--- src/rtl/spi_slave_byte_if.sv ---
// SPI mode-0 slave byte front end: pin synchronisers, MOSI deserialiser, MISO serialiser and frame events.
// Define SPI_OVERRUN_DETECT_EN to build the sticky rx_overrun detector; otherwise rx_overrun is 0.
module spi_slave_byte_if #(
    parameter int SYNC_STAGES = 2,
    parameter int DATA_W      = 8,
    parameter int CNT_W       = 8
) (
    input  logic              clk,
    input  logic              rst_n,
    input  logic              sclk,
    input  logic              mosi,
    input  logic              cs_n,
    output logic              miso,
    output logic [DATA_W-1:0] rx_data,
    output logic              rx_valid,
    input  logic              rx_ack,
    input  logic [DATA_W-1:0] tx_data,
    output logic              tx_req,
    output logic              frame_start,
    output logic              frame_end,
    output logic              frame_abort,
    output logic [CNT_W-1:0]  word_cnt,
    output logic              rx_overrun
);

    localparam int                BIT_W     = $clog2(DATA_W);
    localparam logic [BIT_W-1:0]  BIT_LAST  = BIT_W'(DATA_W - 1);
    localparam int                FILL_W    = $clog2(SYNC_STAGES + 2);
    localparam logic [FILL_W-1:0] FILL_DONE = FILL_W'(SYNC_STAGES + 1);
    localparam logic [CNT_W-1:0]  CNT_MAX   = '1;

    localparam logic [0:0] ST_IDLE   = 1'b0;
    localparam logic [0:0] ST_ACTIVE = 1'b1;

    logic [SYNC_STAGES-1:0] sclk_sync_q, sclk_sync_d;
    logic [SYNC_STAGES-1:0] mosi_sync_q, mosi_sync_d;
    logic [SYNC_STAGES-1:0] cs_sync_q, cs_sync_d;
    logic                   sclk_prev_q, sclk_prev_d;
    logic                   cs_prev_q, cs_prev_d;
    logic [FILL_W-1:0]      fill_q, fill_d;
    logic                   armed_q, armed_d;
    logic [0:0]             state_q, state_d;
    logic [BIT_W-1:0]       bit_cnt_q, bit_cnt_d;
    logic [DATA_W-1:0]      rx_shift_q, rx_shift_d;
    logic [DATA_W-1:0]      tx_shift_q, tx_shift_d;
    logic [DATA_W-1:0]      rx_data_q, rx_data_d;
    logic                   rx_valid_q, rx_valid_d;
    logic                   tx_req_q, tx_req_d;
    logic                   frame_start_q, frame_start_d;
    logic                   frame_end_q, frame_end_d;
    logic                   frame_abort_q, frame_abort_d;
    logic [CNT_W-1:0]       word_cnt_q, word_cnt_d;

    logic              sclk_s, mosi_s, cs_s;
    logic              sclk_rise, sclk_fall, cs_fall, cs_rise;
    logic              fill_done;
    logic [DATA_W-1:0] rx_next;
    logic              unused_rx_msb;

    assign sclk_s    = sclk_sync_q[SYNC_STAGES-1];
    assign mosi_s    = mosi_sync_q[SYNC_STAGES-1];
    assign cs_s      = cs_sync_q[SYNC_STAGES-1];
    assign sclk_rise = sclk_s & ~sclk_prev_q;
    assign sclk_fall = ~sclk_s & sclk_prev_q;
    assign cs_fall   = ~cs_s & cs_prev_q;
    assign cs_rise   = cs_s & ~cs_prev_q;
    assign fill_done = (fill_q == FILL_DONE);
    assign rx_next   = {rx_shift_q[DATA_W-2:0], mosi_s};
    assign unused_rx_msb = rx_shift_q[DATA_W-1];

    always_comb begin
        sclk_sync_d   = {sclk_sync_q[SYNC_STAGES-2:0], sclk};
        mosi_sync_d   = {mosi_sync_q[SYNC_STAGES-2:0], mosi};
        cs_sync_d     = {cs_sync_q[SYNC_STAGES-2:0], cs_n};
        sclk_prev_d   = sclk_s;
        cs_prev_d     = cs_s;
        fill_d        = fill_done ? fill_q : fill_q + FILL_W'(1);
        // After reset the chains start deasserted, so a low cs_n pin would look like a
        // fresh falling edge; only arm once the settled pin has been seen high.
        armed_d       = armed_q | (fill_done & cs_s & cs_prev_q);
        state_d       = state_q;
        bit_cnt_d     = bit_cnt_q;
        rx_shift_d    = rx_shift_q;
        tx_shift_d    = tx_shift_q;
        rx_data_d     = rx_data_q;
        word_cnt_d    = word_cnt_q;
        rx_valid_d    = 1'b0;
        tx_req_d      = 1'b0;
        frame_start_d = 1'b0;
        frame_end_d   = 1'b0;
        frame_abort_d = 1'b0;

        case (state_q)
            ST_IDLE: begin
                if (cs_fall && armed_q) begin
                    state_d       = ST_ACTIVE;
                    frame_start_d = 1'b1;
                    tx_req_d      = 1'b1;
                    bit_cnt_d     = '0;
                    word_cnt_d    = '0;
                    rx_shift_d    = '0;
                    tx_shift_d    = tx_data;
                end
            end
            default: begin
                // Chip-select release wins over a coincident sclk edge.
                if (cs_rise) begin
                    state_d       = ST_IDLE;
                    frame_end_d   = 1'b1;
                    frame_abort_d = (bit_cnt_q != '0);
                    bit_cnt_d     = '0;
                    rx_shift_d    = '0;
                end else if (sclk_rise) begin
                    rx_shift_d = rx_next;
                    if (bit_cnt_q == BIT_LAST) begin
                        bit_cnt_d  = '0;
                        rx_data_d  = rx_next;
                        rx_valid_d = 1'b1;
                        tx_req_d   = 1'b1;
                        if (word_cnt_q != CNT_MAX) begin
                            word_cnt_d = word_cnt_q + CNT_W'(1);
                        end
                    end else begin
                        bit_cnt_d = bit_cnt_q + BIT_W'(1);
                    end
                end else if (sclk_fall) begin
                    if (bit_cnt_q == '0) begin
                        tx_shift_d = tx_data;
                    end else begin
                        tx_shift_d = {tx_shift_q[DATA_W-2:0], 1'b0};
                    end
                end
            end
        endcase
    end

    always_ff @(posedge clk) begin
        if (!rst_n) begin
            sclk_sync_q   <= '0;
            mosi_sync_q   <= '0;
            cs_sync_q     <= '1;
            sclk_prev_q   <= 1'b0;
            cs_prev_q     <= 1'b1;
            fill_q        <= '0;
            armed_q       <= 1'b0;
            state_q       <= ST_IDLE;
            bit_cnt_q     <= '0;
            rx_shift_q    <= '0;
            tx_shift_q    <= '0;
            rx_data_q     <= '0;
            rx_valid_q    <= 1'b0;
            tx_req_q      <= 1'b0;
            frame_start_q <= 1'b0;
            frame_end_q   <= 1'b0;
            frame_abort_q <= 1'b0;
            word_cnt_q    <= '0;
        end else begin
            sclk_sync_q   <= sclk_sync_d;
            mosi_sync_q   <= mosi_sync_d;
            cs_sync_q     <= cs_sync_d;
            sclk_prev_q   <= sclk_prev_d;
            cs_prev_q     <= cs_prev_d;
            fill_q        <= fill_d;
            armed_q       <= armed_d;
            state_q       <= state_d;
            bit_cnt_q     <= bit_cnt_d;
            rx_shift_q    <= rx_shift_d;
            tx_shift_q    <= tx_shift_d;
            rx_data_q     <= rx_data_d;
            rx_valid_q    <= rx_valid_d;
            tx_req_q      <= tx_req_d;
            frame_start_q <= frame_start_d;
            frame_end_q   <= frame_end_d;
            frame_abort_q <= frame_abort_d;
            word_cnt_q    <= word_cnt_d;
        end
    end

    assign miso        = (state_q == ST_ACTIVE) ? tx_shift_q[DATA_W-1] : 1'b0;
    assign rx_data     = rx_data_q;
    assign rx_valid    = rx_valid_q;
    assign tx_req      = tx_req_q;
    assign frame_start = frame_start_q;
    assign frame_end   = frame_end_q;
    assign frame_abort = frame_abort_q;
    assign word_cnt    = word_cnt_q;

`ifdef SPI_OVERRUN_DETECT_EN
    logic rx_pending_q, rx_pending_d;
    logic rx_overrun_q, rx_overrun_d;

    // An ack in the same cycle as a new word only retires the old word.
    always_comb begin
        rx_pending_d = rx_pending_q;
        rx_overrun_d = rx_overrun_q;
        if (rx_valid_q) begin
            rx_pending_d = 1'b1;
            if (rx_pending_q && !rx_ack) begin
                rx_overrun_d = 1'b1;
            end
        end else if (rx_ack) begin
            rx_pending_d = 1'b0;
        end
        if (frame_start_q) begin
            rx_overrun_d = 1'b0;
        end
    end

    always_ff @(posedge clk) begin
        if (!rst_n) begin
            rx_pending_q <= 1'b0;
            rx_overrun_q <= 1'b0;
        end else begin
            rx_pending_q <= rx_pending_d;
            rx_overrun_q <= rx_overrun_d;
        end
    end

    assign rx_overrun = rx_overrun_q;
`else
    logic unused_rx_ack;
    assign unused_rx_ack = rx_ack;
    assign rx_overrun    = 1'b0;
`endif

endmodule

--- config.mk ---
export PLATFORM = sky130hd
export DESIGN_NAME = spi_slave_byte_if
export DESIGN_NICKNAME = d
export VERILOG_FILES = /design/src/rtl/spi_slave_byte_if.sv
export SDC_FILE = /design/constraint.sdc
export NUM_CORES = 1
export LEC_CHECK = 0
export CAP_MARGIN = 30
export CORE_MARGIN = 1
export CORE_UTILIZATION = 50
export DETAILED_ROUTE_END_ITERATION = 7
export GPL_ROUTABILITY_DRIVEN = 1
export HOLD_SLACK_MARGIN = 0.05
export PLACE_DENSITY = 0.76
export SLEW_MARGIN = 20
export SYNTH_ARGS = -nofsm -noshare
export SYNTH_HDL_FRONTEND = slang
export SYNTH_SLANG_ARGS = --single-unit
--- constraint.sdc ---
create_clock -name clk -period 4.16 [get_ports clk]
set_input_delay 0.416 -clock clk [delete_from_list [all_inputs] [get_ports clk]]
set_output_delay 0.416 -clock clk [all_outputs]
set_load 0.02 [all_outputs]
==> results.md <==
* Status: complete, no violations
* Final WS setup at 1715 ps
* Total power at 0.8407 mW
* Period utilization at 0.5877
* Rows at 24
* Register bit count reported by yosys at 51
* Number of global-route vias before repair at 1728
* Minimum clock period at 2445 ps
* H-tree depth at 2
* Comb pwr share at 0.061
* RSZ-0062 raised after global routing: no
* Post-synth top area cell: dfxtp_1
* Initial Utilization at 0.5178
* # DRC at 0
* Count of flip-flops with a built-in enable after synthesis at 0
* Root Driver: clkbuf_8
* Pin count of the biggest net entering global routing at 48
* Setup TNS at 0 ps
* Worst clock skew at 5.130 ps
* Crit-path cells: buf_4 > and2_1 > clkdlybuf4s50_1
* Top cell type's share of synthesized area at 0.4528
* Fraction of registers with async set/reset at 0
* Worst-Margin Slew at 730.7 ps
* Routability cong. at 0.7723
* CP Launch Type: flip-flop
* All-Layer GR Usage at 0.1968
* PwrDens at 312.7 nW/um^2
* Hpwl dp at 2.930 mm
* DIE AREA at 4782 sq um
* Sw Ratio at 0.2185
* PortBufs at 34
* # IOs at 37
* DR iter-0 viols at 180
* Data required, critical path at 3740 ps
* Sink Count at 51
* Worst Hold Class: reg2reg
* Post-detailed-routing wire length at 4.544 mm
* Sequential area share after synthesis at 0.4528
* Drt first pass iters at 4
* CTS resizes at 0
* Static leakage at 1.033 nW
* Post-CTS Hold Fix Bufs at 0
* First-pass GRT wire length at 7.728 mm
* Final slew viol count at 0
* Clock share of power at 0.338
* Critical Path Fanout Max at 18
* DR WL/cell at 14.24 um
* Diodes inserted at 0
* Hold Vio Cnt, Final at 0
* Post-route ant nets at 0
* Synthesized instance count at 240
* Core box area at 4354 sq um
* F_max at 0.4090 GHz
* Number of max-cap violations at 0
* Total CTS buffers at 5
* Area growth from synthesis to layout at 19.26%
* Fin util at 0.6175
* Share of layout cells above drive strength 1 at 0.04120
* Setup CP Type: reg2out
* Chip height at 69.15 um
* Syn_nets at 259
* Internal reg-to-reg setup slack at 1950 ps
* Worst skew pair latency at 300 ps
* Setup Viol. Count Final at 0
* Peak VDD IR at 0.0002281 V
* Postcts setup bufs at 0
* Via density at 5.953
* CTS clk-pin slew, worst paths at 80 ps
* Arrival @ worst endpoint at 2030 ps
* Slowest cell on crit path: dfxtp_1
* Clock tree buffer depth at 2
* Net Sw Power at 0.1837 mW
* Max stage delay on crit path at 670 ps
* Vias post-DR at 1899
* Flop pwr share at 0.601
* Yosys warns at 0
* Initial antenna violation count at 0
* Hold slack final at 413.2 ps
* Mapped Area at 2255 sq um
* Grt total ovfl at 0
* Main synth FF type: dfxtp_1
* Cell-internal power at 0.6570 mW
* Synth area leaders: dfxtp_1 (45%), and3_1 (4.4%), mux2i_1 (4.0%)
* Nets at 286
* CTS tree: done
* Die X at 69.15 um
* Rel. slew slack at 0.5096
* Syn Area/Cell at 9.394 sq um
* Pre-CTS worst setup slack at 1811 ps
* Count of cell types in the netlist at 44
* Worst setup EP type: output pin
-- per-stage QoR --
step           area, sq um  instances
5_1_grt               2689        319
3_3_place_gp          2601        312
4_1_cts               2689        319
2_1_floorplan         2255        240
6_report              2689        319
3_5_place_dp          2601        312
-- metal layers --
layer	track usage	vias up	share of wire
met2	0.3161	50	0.46
met1	0.2549	904	0.48
met4	0.06576	0	0.0088
met5	0	-	0
met3	0.05409	5	0.045
li1	-	940	-
-- layout by cell type, fill, tap and decap left out, drive strengths merged, types with 2 or more instances in the layout --
cell type	instances
dfxtp	51
clkdlybuf4s50	34
and3	16
nand3	16
nor2b	12
nand4	12
and2	10
mux2i	9
a21boi	9
nor3	8
a221oi	7
nor3b	7
nand2	6
clkbuf	6
nand2b	5
nor2	5
ha	5
o21ai	5
inv	4
nand4b	3
a211oi	3
or3	3
o21a	3
a31oi	3
a21oi	3
nand3b	2
o22ai	2
nand4bb	2
o2111ai	2
buf	2
or2	2
-- power groups by stage --
stage               clock [mW]  sequential (mW)  combinational [mW]
floorplan                    0            0.515              0.0344
global placement             0            0.517              0.0497
detailed placement           0            0.517              0.0508
CTS                      0.292            0.505              0.0512
global route             0.314            0.507              0.0557
finish                   0.284            0.505              0.0510
-- critical path, delay by kind of cell, from the launching register on --
family / cells / cell delay [ps]
buffers and inverters: 2 / 910
DFF: 1 / 670
and+or+nand+nor: 1 / 150
-- sequential cells by signal, indices dropped and copies added (netlist names), 2 cells and up --
register     flops
bit_cnt_q        3
word_cnt         8
mosi_sync_q      2
tx_shift_q       8
rx_shift_q       7
rx_data          8
fill_q           2
sclk_sync_q      2
cs_sync_q        2
-- worst paths after layout --
check                             startpoint            to  cells after the start
worst max-delay path                 state_q          miso                      3
worst min-delay path            cs_sync_q[0]  cs_sync_q[1]                      1
worst max register to register  bit_cnt_q[0]   word_cnt[0]                      6
worst min register to register  cs_sync_q[0]  cs_sync_q[1]                      1
-- cell type report --
| type | instances | area (sq um) |
|---|---|---|
| fill | 394 | 1665 |
| multi-input combinational | 169 | 1145 |
| sequential | 51 | 1021 |
| timing repair buffer | 36 | 355.3 |
| clock buffer | 6 | 82.58 |
| tap | 52 | 65.06 |
| inverter | 4 | 15.01 |
| clock inverter | 1 | 5.005 |
-- logic make-up (layout without fill, tap and decap cells) --
| group | after synthesis | in the layout | synth area share |
|---|---|---|---|
| other | 1 | 1 | 0.001663 |
| buffers and inverters | 20 | 47 | 0.03939 |
| and+or+nand+nor | 111 | 111 | 0.2975 |
| DFF | 51 | 51 | 0.4528 |
| xor gates and xnor gates | 1 | 1 | 0.003885 |
| AOI/OAI and AO/OA | 42 | 42 | 0.1371 |
| adders and majority gates | 5 | 5 | 0.02775 |
| muxes | 9 | 9 | 0.03996 |
-- synth_stat cells, types with 4 or more instances --
cell and count:
nor3b_1 7, nor2_1 5, nor3_1 8, nand2_1 6
mux2i_1 9, ha_1 5, buf_2 5, a221oi_1 7
dfxtp_1 51, and2_1 10, nor2b_1 12, and3_1 16
nand4_1 12, inv_1 4, a21boi_0 8, nand2b_1 5
clkbuf_1 9, nand3_1 16
No activity file was read; power rests on OpenSTA's default activity.
